**config.mk**
```make
export PLATFORM = sky130hd
export DESIGN_NAME = cache_axi_arbiter
export DESIGN_NICKNAME = d
export VERILOG_FILES = /design/src/rtl/cache_axi_pkg.sv /design/src/rtl/axi_line_buf.sv /design/src/rtl/cache_axi_arbiter.sv
export SDC_FILE = /design/constraint.sdc
export NUM_CORES = 1
export LEC_CHECK = 0
export ABC_AREA = 1
export CORE_AREA = 2 2 399 401
export DETAILED_ROUTE_END_ITERATION = 10
export DIE_AREA = 0 0 401 403
export PLACE_DENSITY = 0.32
export SYNTH_ARGS = -nofsm -noshare
export SYNTH_HDL_FRONTEND = slang
export SYNTH_SLANG_ARGS = --single-unit
```
**constraint.sdc**
```tcl
create_clock -name clk -period 4.4 [get_ports clk]
set_input_delay 0.66 -clock clk [delete_from_list [all_inputs] [get_ports clk]]
set_output_delay 0.66 -clock clk [all_outputs]
set_load 0.02 [all_outputs]
```
**src/rtl/cache_axi_pkg.sv**
```systemverilog
// Shared types and constants for the cache-to-AXI arbiter.
// Holds the arbiter state enum, requester ID, line/word types and the
// fixed AXI burst attributes used by cache_axi_arbiter and axi_line_buf.
package cache_axi_pkg;

  localparam int unsigned LINE_WORDS = 8;
  localparam int unsigned WORD_W     = 32;
  localparam int unsigned LINE_W     = LINE_WORDS * WORD_W;
  localparam int unsigned ADDR_W     = 32;
  localparam int unsigned BCNT_W     = $clog2(LINE_WORDS);
  localparam int unsigned IDLE_GAP   = 2;
  localparam int unsigned GAP_W      = $clog2(IDLE_GAP + 1);

  localparam logic [1:0] BURST_INCR = 2'b01;
  localparam logic [2:0] SIZE_4B    = 3'b010;
  localparam logic [7:0] BURST_LEN  = 8'(LINE_WORDS - 1);
  localparam logic [3:0] WSEL_ALL   = 4'b1111;

  localparam logic [BCNT_W-1:0] LAST_BEAT = BCNT_W'(LINE_WORDS - 1);
  localparam logic [GAP_W-1:0]  GAP_LAST  = GAP_W'(IDLE_GAP - 1);

  typedef enum logic [2:0] {
    ST_IDLE    = 3'd0,
    ST_RD_REQ  = 3'd1,
    ST_RD_DATA = 3'd2,
    ST_WR_REQ  = 3'd3,
    ST_WR_DATA = 3'd4,
    ST_DONE    = 3'd5
  } state_e;

  typedef enum logic {
    REQ_ICACHE = 1'b0,
    REQ_DCACHE = 1'b1
  } req_id_e;

  typedef logic [WORD_W-1:0]                  word_t;
  typedef logic [LINE_WORDS-1:0][WORD_W-1:0]  line_t;

endpackage

```
**src/rtl/axi_line_buf.sv**
```systemverilog
// One cache line of storage shared by refills and writebacks.
// Ports:
//   clk, rst          clock, synchronous active-high reset (clears the line)
//   load, load_line   full-line load (writeback capture)
//   wr_en, wr_idx,    single-word write (refill beat assembly)
//   wr_word
//   rd_idx, rd_word   word-indexed read mux (writeback serialisation)
//   line              whole line, straight from the register
module axi_line_buf
  import cache_axi_pkg::*;
(
  input  logic              clk,
  input  logic              rst,
  input  logic              load,
  input  line_t             load_line,
  input  logic              wr_en,
  input  logic [BCNT_W-1:0] wr_idx,
  input  word_t             wr_word,
  input  logic [BCNT_W-1:0] rd_idx,
  output word_t             rd_word,
  output line_t             line
);

  line_t line_q;

  // Full-line load has priority; the controller never asserts both together.
  always_ff @(posedge clk) begin
    if (rst) begin
      line_q <= '0;
    end else if (load) begin
      line_q <= load_line;
    end else if (wr_en) begin
      line_q[wr_idx] <= wr_word;
    end
  end

  assign rd_word = line_q[rd_idx];
  assign line    = line_q;

endmodule

```
**src/rtl/cache_axi_arbiter.sv**
```systemverilog
// Arbitrates ICache refill, DCache refill and DCache writeback onto the
// single cache-side port of the AXI bus interface. One transaction at a
// time; reads assemble 8 beats into a line, writes serialise a line into
// 8 words paced by the per-beat write response.
// Ports:
//   clk, rst                      clock, synchronous active-high reset
//   icache_rreq/raddr/rvalid/rdata ICache refill request and returned line
//   dcache_rreq/raddr/rvalid/rdata DCache refill request and returned line
//   dcache_wreq/waddr/wdata/wdone  DCache writeback request and completion
//   axi_ce/ren/wen/raddr/waddr     request strobes and burst addresses
//   axi_wdata/wsel/wvalid/wlast    write beat
//   axi_rready                     read beat acceptance
//   axi_rlen/wlen/burst_type/size  fixed burst attributes
//   rdata_i, rdata_valid_i         returned read beat
//   wdata_resp_i                   write beat accepted
module cache_axi_arbiter
  import cache_axi_pkg::*;
(
  input  logic              clk,
  input  logic              rst,

  input  logic              icache_rreq,
  input  logic [ADDR_W-1:0] icache_raddr,
  output logic              icache_rvalid,
  output logic [LINE_W-1:0] icache_rdata,

  input  logic              dcache_rreq,
  input  logic [ADDR_W-1:0] dcache_raddr,
  output logic              dcache_rvalid,
  output logic [LINE_W-1:0] dcache_rdata,

  input  logic              dcache_wreq,
  input  logic [ADDR_W-1:0] dcache_waddr,
  input  logic [LINE_W-1:0] dcache_wdata,
  output logic              dcache_wdone,

  output logic              axi_ce,
  output logic              axi_ren,
  output logic              axi_wen,
  output logic [ADDR_W-1:0] axi_raddr,
  output logic [ADDR_W-1:0] axi_waddr,
  output logic [WORD_W-1:0] axi_wdata,
  output logic [3:0]        axi_wsel,
  output logic              axi_rready,
  output logic              axi_wvalid,
  output logic              axi_wlast,
  output logic [7:0]        axi_rlen,
  output logic [7:0]        axi_wlen,
  output logic [1:0]        axi_burst_type,
  output logic [2:0]        axi_burst_size,

  input  logic [WORD_W-1:0] rdata_i,
  input  logic              rdata_valid_i,
  input  logic              wdata_resp_i
);

  state_e            state_q, state_d;
  logic [BCNT_W-1:0] bcnt_q, bcnt_d;
  logic [GAP_W-1:0]  gap_q, gap_d;
  req_id_e           id_q, id_d;

  logic              axi_ce_d, axi_ren_d, axi_wen_d, axi_rready_d;
  logic [ADDR_W-1:0] axi_raddr_d, axi_waddr_d;
  logic              axi_wvalid_d, axi_wlast_d;
  logic [WORD_W-1:0] axi_wdata_d;
  logic              icache_rvalid_d, dcache_rvalid_d, dcache_wdone_d;

  logic              buf_load, buf_wr_en;
  word_t             buf_rd_word;
  line_t             buf_line;

  // Fixed burst attributes.
  assign axi_wsel       = WSEL_ALL;
  assign axi_rlen       = BURST_LEN;
  assign axi_wlen       = BURST_LEN;
  assign axi_burst_type = BURST_INCR;
  assign axi_burst_size = SIZE_4B;

  // Both refill ports see the assembled line; rvalid qualifies which one owns it.
  assign icache_rdata = buf_line;
  assign dcache_rdata = buf_line;

  axi_line_buf u_line_buf (
    .clk       (clk),
    .rst       (rst),
    .load      (buf_load),
    .load_line (line_t'(dcache_wdata)),
    .wr_en     (buf_wr_en),
    .wr_idx    (bcnt_q),
    .wr_word   (rdata_i),
    .rd_idx    (bcnt_d),
    .rd_word   (buf_rd_word),
    .line      (buf_line)
  );

  // State and registered-output update.
  always_ff @(posedge clk) begin
    if (rst) begin
      state_q       <= ST_IDLE;
      bcnt_q        <= '0;
      gap_q         <= '0;
      id_q          <= REQ_ICACHE;
      axi_ce        <= 1'b0;
      axi_ren       <= 1'b0;
      axi_wen       <= 1'b0;
      axi_raddr     <= '0;
      axi_waddr     <= '0;
      axi_rready    <= 1'b0;
      axi_wvalid    <= 1'b0;
      axi_wlast     <= 1'b0;
      axi_wdata     <= '0;
      icache_rvalid <= 1'b0;
      dcache_rvalid <= 1'b0;
      dcache_wdone  <= 1'b0;
    end else begin
      state_q       <= state_d;
      bcnt_q        <= bcnt_d;
      gap_q         <= gap_d;
      id_q          <= id_d;
      axi_ce        <= axi_ce_d;
      axi_ren       <= axi_ren_d;
      axi_wen       <= axi_wen_d;
      axi_raddr     <= axi_raddr_d;
      axi_waddr     <= axi_waddr_d;
      axi_rready    <= axi_rready_d;
      axi_wvalid    <= axi_wvalid_d;
      axi_wlast     <= axi_wlast_d;
      axi_wdata     <= axi_wdata_d;
      icache_rvalid <= icache_rvalid_d;
      dcache_rvalid <= dcache_rvalid_d;
      dcache_wdone  <= dcache_wdone_d;
    end
  end

  // Next-state and next-output logic; outputs are computed one cycle ahead
  // so that they are registered while still lining up with the state.
  always_comb begin
    state_d         = state_q;
    bcnt_d          = bcnt_q;
    gap_d           = gap_q;
    id_d            = id_q;
    buf_load        = 1'b0;
    buf_wr_en       = 1'b0;
    axi_ce_d        = 1'b0;
    axi_ren_d       = 1'b0;
    axi_wen_d       = 1'b0;
    axi_raddr_d     = '0;
    axi_waddr_d     = '0;
    axi_rready_d    = 1'b0;
    icache_rvalid_d = 1'b0;
    dcache_rvalid_d = 1'b0;
    dcache_wdone_d  = 1'b0;

    unique case (state_q)
      ST_IDLE: begin
        // Writeback first so a refill of the same line never reads stale memory.
        if (dcache_wreq) begin
          state_d     = ST_WR_REQ;
          id_d        = REQ_DCACHE;
          bcnt_d      = '0;
          buf_load    = 1'b1;
          axi_ce_d    = 1'b1;
          axi_wen_d   = 1'b1;
          axi_waddr_d = dcache_waddr;
        end else if (dcache_rreq) begin
          state_d     = ST_RD_REQ;
          id_d        = REQ_DCACHE;
          bcnt_d      = '0;
          axi_ce_d    = 1'b1;
          axi_ren_d   = 1'b1;
          axi_raddr_d = dcache_raddr;
        end else if (icache_rreq) begin
          state_d     = ST_RD_REQ;
          id_d        = REQ_ICACHE;
          bcnt_d      = '0;
          axi_ce_d    = 1'b1;
          axi_ren_d   = 1'b1;
          axi_raddr_d = icache_raddr;
        end
      end

      ST_RD_REQ: state_d = ST_RD_DATA;

      ST_RD_DATA: begin
        if (rdata_valid_i) begin
          buf_wr_en = 1'b1;
          if (bcnt_q == LAST_BEAT) begin
            state_d         = ST_DONE;
            gap_d           = '0;
            icache_rvalid_d = (id_q == REQ_ICACHE);
            dcache_rvalid_d = (id_q == REQ_DCACHE);
          end else begin
            bcnt_d = bcnt_q + 1'b1;
          end
        end
      end

      ST_WR_REQ: state_d = ST_WR_DATA;

      ST_WR_DATA: begin
        if (wdata_resp_i) begin
          if (bcnt_q == LAST_BEAT) begin
            state_d        = ST_DONE;
            gap_d          = '0;
            dcache_wdone_d = 1'b1;
          end else begin
            bcnt_d = bcnt_q + 1'b1;
          end
        end
      end

      // Give the bus interface time to return to idle before the next strobe.
      ST_DONE: begin
        if (gap_q == GAP_LAST) begin
          state_d = ST_IDLE;
        end else begin
          gap_d = gap_q + 1'b1;
        end
      end

      default: state_d = ST_IDLE;
    endcase

    axi_rready_d = (state_d == ST_RD_DATA);
  end

  // Write beat presented from the line buffer at the next beat index.
  always_comb begin
    axi_wvalid_d = 1'b0;
    axi_wdata_d  = '0;
    axi_wlast_d  = 1'b0;
    if (state_d == ST_WR_DATA) begin
      axi_wvalid_d = 1'b1;
      axi_wdata_d  = buf_rd_word;
      axi_wlast_d  = (bcnt_d == LAST_BEAT);
    end
  end

endmodule

```
-- Word level (Yosys, flattened, before mapping)
Cells that the tools add are included.
- flip-flop bits (word level): 370
- input port bits: 391
- output and inout port bits: 642
- word-level logic and storage cells: 105
- $add $sub $neg: 2
- order comparisons: 3
- equal/unequal tests: 13
- muxes and demuxes: 41
- bitwise gates (word level): 9
- reductions and logical operators: 13
- operator list (cell ; number):
    256-bit 2-to-1 mux ; 2
    256-bit bitwise mux ; 1
    32-bit 2-to-1 mux ; 4
    32-bit binary-select mux with 3-bit select ; 1
    32-bit demux with 3-bit select ; 1
    3-bit 2-to-1 mux ; 13
    3-bit one-hot mux with 6 select lines ; 1
    3-bit equality test (second input constant) ; 5
    1-bit 2-to-1 mux ; 12
    3-bit by 2-bit equality test with 1-bit output (second input constant) ; 3
    1-bit inverter ; 9
    3-bit one-hot mux with 3 select lines ; 1
    3-bit OR reduction ; 3
    3-bit by 4-bit < comparator with 1-bit output (second input constant) ; 2
    2-bit 2-to-1 mux ; 4
    2-bit inequality test (second input constant) ; 3
    2-bit one-hot mux with 3 select lines ; 1
    3-bit nonzero test ; 2
    4-bit AND reduction ; 1
    2-bit OR reduction ; 2
    4-bit OR reduction ; 1
    3-bit by 1-bit adder with 3-bit output (second input constant) ; 1
    3-bit by 1-bit equality test with 1-bit output (second input constant) ; 1
    3-bit by 1-bit >= comparator with 1-bit output (second input constant) ; 1
    6 further kinds ; 6

-- Depth between registers and ports, before layout
- depth after elaboration: 7
- mapped depth: 15

-- By module
Synthesis repeated with hierarchy kept, for this count alone.
- cell total of the unflattened synthesis: 3557
- area, all modules: 22003.6 um^2
- modules (own cells, without submodules) (module ; instances ; cells an instance ; area an instance (um^2)):
    axi_line_buf ; 1 ; 2849 ; 16149.2
    cache_axi_arbiter ; 1 ; 708 ; 5854.4

-- Worst setup path after synthesis
Ideal clock, no wire load.
- kind: input to register
- from: in dcache_rreq
- to: reg axi_wdata[10]
- setup time: 0.113 ns
- data arrival time: 1.996 ns
- data required time: 4.287 ns
- setup slack: 2.291 ns
- stages on the path: 15
- path buffers: 3
- cells stage by stage: buf_2 nor2_1 nand2_1 nor2_1 nor2_1 nand2_1 nand2_1 nand2_2 buf_2 buf_2 nand2_1 nand3_1 nand3_1 nand2_1 nor2_1
- cells in the longest elaborated chain, start to end: 6
- elaborated cells between the ends (all ways): 11
- RTL lines (what ; RTL line ; text):
    start: declaration ; cache_axi_arbiter.sv:27 ; input logic dcache_rreq,
    parallel branches: the longest is 6 deep, another holds 32-bit binary-select mux with 3-bit select ; n/a ;
    end signal: assignment ; cache_axi_arbiter.sv:128 ; axi_wdata <= axi_wdata_d;
    end: declaration ; cache_axi_arbiter.sv:42 ; output logic [WORD_W-1:0] axi_wdata,
Several ways; the timed one is not identified. The select of a mux whose other input is x is not followed.
A chain may end at the register's enable or synchronous reset.

-- Final worst setup path
- from: reg bcnt_q[1]
- to: reg axi_wdata[28]
- cells in the longest elaborated chain, start to end: 7
- elaborated cells between the ends (all ways): 18
- RTL lines (what ; RTL line ; text):
    start: declaration ; cache_axi_arbiter.sv:58 ; logic [BCNT_W-1:0] bcnt_q, bcnt_d;
    start signal: assignment ; cache_axi_arbiter.sv:117 ; bcnt_q <= bcnt_d;
    parallel branches: the longest is 7 deep, another holds 3-bit by 1-bit adder with 3-bit output ; n/a ;
Several ways; the timed one is not identified. The select of a mux whose other input is x is not followed.

==> flow_results.xml <==
<?xml version="1.0" encoding="UTF-8"?>
<metrics>
  <group name="sta">
    <metric name="post-route-worst-setup-slack" unit="ps">1251</metric>
    <metric name="finClkSkew" unit="ps">33.35</metric>
    <metric name="worst-slew-pin-transition" unit="ps">1142</metric>
    <metric name="rsz0062_at_grt" unit="">no</metric>
    <metric name="min_period" unit="ps">3149</metric>
    <metric name="fmax" unit="GHz">0.3176</metric>
    <metric name="setup_viol" unit="">0</metric>
    <metric name="finalMaxSlewViolations" unit="">0</metric>
    <metric name="post-route-period-util" unit="">0.7157</metric>
    <metric name="tns" unit="ps">0</metric>
    <metric name="timing.final.hold_violations" unit="">0</metric>
    <metric name="worst_slew_margin_rel" unit="">0.2365</metric>
  </group>
  <group name="setup_path">
    <metric name="slowest_stage" unit="">sky130_fd_sc_hd__dfxtp_1</metric>
    <metric name="timing.reg2reg.setup_slack" unit="ps">1250</metric>
    <metric name="crit_path_max_fanout" unit="">26</metric>
    <metric name="crit_type" unit="">flip-flop to flip-flop</metric>
    <metric name="cp_cell_sequence" unit="">ha_1, nand2_2, o21ai_0, nand2_4, nand2_4, buf_4, nand2_1, nand3_1, nand2_1, nor2_1, nor2_1</metric>
    <metric name="worst_setup_path_end_kind" unit="">flip-flop</metric>
    <metric name="crit_required" unit="ps">4940</metric>
    <metric name="setup.worst_path.start_class" unit="">flip-flop</metric>
    <metric name="critical_path_arrival" unit="ps">3680</metric>
    <metric name="max_stage_delay" unit="ps">710</metric>
  </group>
  <group name="layout">
    <metric name="drive_above_1_share" unit="">0.05576</metric>
    <metric name="num-nets-final" unit="">3938</metric>
    <metric name="syn2layout_area_growth" unit="%">61.42</metric>
  </group>
  <group name="drt">
    <metric name="initialDrtViolationCount" unit="">1846</metric>
    <metric name="detail_route.wirelength" unit="mm">154.3</metric>
    <metric name="wl_met2" unit="mm">73.42</metric>
    <metric name="route.detailed.vias_per_inst" unit="">4.103</metric>
    <metric name="average_wire_length_per_cell_after_detail_routing" unit="um">27.17</metric>
    <metric name="drcViolationCount" unit="">0</metric>
    <metric name="antenna_violation_net_count_after_detailed_routing" unit="">0</metric>
    <metric name="via_count" unit="">23300</metric>
    <metric name="route.top_layer_used" unit="">met5</metric>
    <metric name="wl_met3" unit="mm">9.998</metric>
    <metric name="wl_met1" unit="mm">65.80</metric>
    <metric name="drtPass1Iterations" unit="">5</metric>
  </group>
  <group name="power">
    <metric name="irDropWorstVdd" unit="uV">318.1</metric>
    <metric name="p_int" unit="W">0.008995</metric>
    <metric name="clock_power_share" unit="">0.291</metric>
    <metric name="power.sequential.fraction" unit="">0.308</metric>
    <metric name="cellPowerDensity" unit="nW/um^2">485.4</metric>
    <metric name="netSwitchingFraction" unit="">0.4261</metric>
    <metric name="combPwrFrac" unit="">0.400</metric>
    <metric name="leakage" unit="nW">11.56</metric>
    <metric name="switchingPower" unit="W">0.006678</metric>
  </group>
  <group name="yosys">
    <metric name="seq_area_frac_synth" unit="">0.3703</metric>
    <metric name="synth-async-reset-ratio" unit="">0</metric>
    <metric name="avgSynthCellArea" unit="um^2">6.813</metric>
    <metric name="synth_warnings" unit="">0</metric>
    <metric name="synth.area.top_cells" unit="">sky130_fd_sc_hd__dfxtp_1 37%, sky130_fd_sc_hd__nand3_1 12%, sky130_fd_sc_hd__buf_4 11%</metric>
    <metric name="ys.flop_type" unit="">sky130_fd_sc_hd__dfxtp_1</metric>
    <metric name="synth_enable_flop_cells" unit="">0</metric>
    <metric name="synthesis.area" unit="um^2">20000</metric>
    <metric name="yosys_register_bits" unit="">370</metric>
    <metric name="netlist.top_cell.by_area" unit="">sky130_fd_sc_hd__dfxtp_1</metric>
    <metric name="top_count_cell_post_synth" unit="">sky130_fd_sc_hd__nand3_1</metric>
    <metric name="ys_top_cells_by_count" unit="">488 x sky130_fd_sc_hd__nand3_1, 443 x sky130_fd_sc_hd__nand2_1, 370 x sky130_fd_sc_hd__dfxtp_1</metric>
    <metric name="syn_inst" unit="">2936</metric>
    <metric name="yosysUniqueCellTypes" unit="">29</metric>
    <metric name="synth.top_cell.area_share" unit="">0.3703</metric>
  </group>
  <group name="floorplanning">
    <metric name="ios" unit="">1033</metric>
    <metric name="floorplan.core_area" unit="um^2">157500</metric>
    <metric name="initial_utilization" unit="">0.1270</metric>
    <metric name="row_count" unit="">146</metric>
    <metric name="fp.dieArea" unit="um^2">161600</metric>
    <metric name="dieWidth" unit="um">401</metric>
    <metric name="die_height" unit="um">403</metric>
  </group>
  <group name="cts">
    <metric name="max-clock-path-buffers" unit="">3</metric>
    <metric name="cts.sink_count" unit="">370</metric>
    <metric name="cts.repair_timing.setup_buffer_count" unit="">0</metric>
    <metric name="post_cts.resized_instances" unit="">0</metric>
    <metric name="clk_lat_worst_skew" unit="ps">660</metric>
    <metric name="cts-buffers-inserted" unit="">54</metric>
    <metric name="htree_levels" unit="">2</metric>
    <metric name="cts_hold_repair.buffers" unit="">0</metric>
    <metric name="clock-root-buffer" unit="">sky130_fd_sc_hd__clkbuf_16</metric>
    <metric name="clkSlewWorstSetupHoldPaths" unit="ps">60</metric>
    <metric name="cts_tree" unit="">yes</metric>
  </group>
  <group name="global_routing">
    <metric name="grt_antenna_before_repair" unit="">35</metric>
    <metric name="pin_count_of_the_biggest_net_entering_global_routing" unit="">106</metric>
    <metric name="grt.total_usage" unit="">0.1828</metric>
    <metric name="grt_remaining_overflow" unit="">0</metric>
    <metric name="vias_in_the_first_global_route" unit="">22710</metric>
    <metric name="grt_pass1_wl" unit="mm">204.4</metric>
  </group>
  <group name="outcome">
    <metric name="run_status" unit="">complete, no violations</metric>
  </group>
  <group name="flow_run">
    <metric name="maxCapViolations" unit="">0</metric>
  </group>
  <group name="hold_path">
    <metric name="worstHoldPathType" unit="">flip-flop to flip-flop</metric>
  </group>
  <group name="placed_design">
    <metric name="place_ws" unit="ps">721.0</metric>
    <metric name="gp_congestion" unit="">0.7852</metric>
    <metric name="quantity_of_i_o_buffers_inserted_on_ports" unit="">1007</metric>
    <metric name="hpwlAfterDp" unit="mm">115.2</metric>
  </group>
</metrics>
power groups by stage:
stage	registers, W	logic [W]	clock network (W)
2_1_floorplan	0.00488	0.00298	0
6_report	0.00483	0.00628	0.00457
3_5_place_dp	0.00494	0.00634	0
5_1_grt	0.00490	0.00669	0.00485
3_3_place_gp	0.00493	0.00636	0
4_1_cts	0.00487	0.00636	0.00475
critical path, delay by kind of cell (launching register included):
| kind | cells | cell delay, ps |
|---|---|---|
| AND/OR/NAND/NOR | 8 | 1270 |
| adder cells (fa/ha/maj) | 1 | 290 |
| AO/OA/AOI/OAI | 1 | 330 |
| buffers and inverters | 1 | 390 |
| flip-flops | 1 | 710 |
final timing paths:
path / start / endpoint / depth (start not counted)
max: bcnt_q[1] / axi_wdata[28] / 11
min reg2reg: id_q / icache_rvalid / 1
max reg2reg: bcnt_q[1] / axi_wdata[28] / 11
min: id_q / icache_rvalid / 1
through the flow:
step,area (um^2),total power [W],util,cells,hold WS [ps]
2_1_floorplan,20090,0.007857,-,2959,412.4
3_3_place_gp,30450,0.01129,0.1933,5561,435.9
3_5_place_dp,30450,0.01127,0.1933,5561,434.6
4_1_cts,32240,0.01598,0.2047,5659,445.2
5_1_grt,32270,0.01644,0.2049,5670,468.6
6_report,32290,0.01567,0.2050,5678,445.2
cells by family (layout without fill, tap and decap cells):
group / count (synthesis) / after routing / synth area share
and+or+nand+nor: 1162 / 1162 / 0.2513
buffers and inverters: 803 / 1431 / 0.2067
AOI/OAI and AO/OA: 597 / 597 / 0.1700
DFF: 370 / 370 / 0.3703
adders and majority gates: 2 / 2 / 0.001251
other: 2 / 44 / 0.0003755
layout make-up:
class | count | area, um^2
diodes | 19 | 47.55
clock buffers | 71 | 1505
clock inverters | 27 | 289.0
fillers | 17800 | 125200
inverters | 259 | 992.2
multi-input cells | 1786 | 8683
flip-flops and latches | 370 | 7407
well taps | 2072 | 2592
repair buffers | 1074 | 10770
placed cells by master (no fill, tap or decap), drive strengths merged, types with 25 or more instances in the layout:
cell type and n:
nand2 445, conb 25, a22oi 32, clkdlybuf4s50 1007, nand3 488, a31oi 256, buf 67, o21ai 294
inv 257, clkbuf 71, nor2 216, dfxtp 370
sequential cells by signal, indices dropped and copies added, names as in the netlist:
register / flops
axi_ce: 1
axi_raddr: 32
axi_ren: 1
axi_rready: 1
axi_waddr: 32
axi_wdata: 32
axi_wen: 1
axi_wlast: 1
axi_wvalid: 1
bcnt_q: 3
dcache_rvalid: 1
dcache_wdone: 1
gap_q: 2
icache_rvalid: 1
id_q: 1
state_q: 3
u_line_buf.line: 256
layer usage:
metal	global-route usage	vias to the layer above
met5	0	-
met4	0.06792	20
met3	0.04183	186
met2	0.3046	1079
met1	0.2286	11280
li1	-	10730
Note: power is estimated with default switching activity, not from simulation.
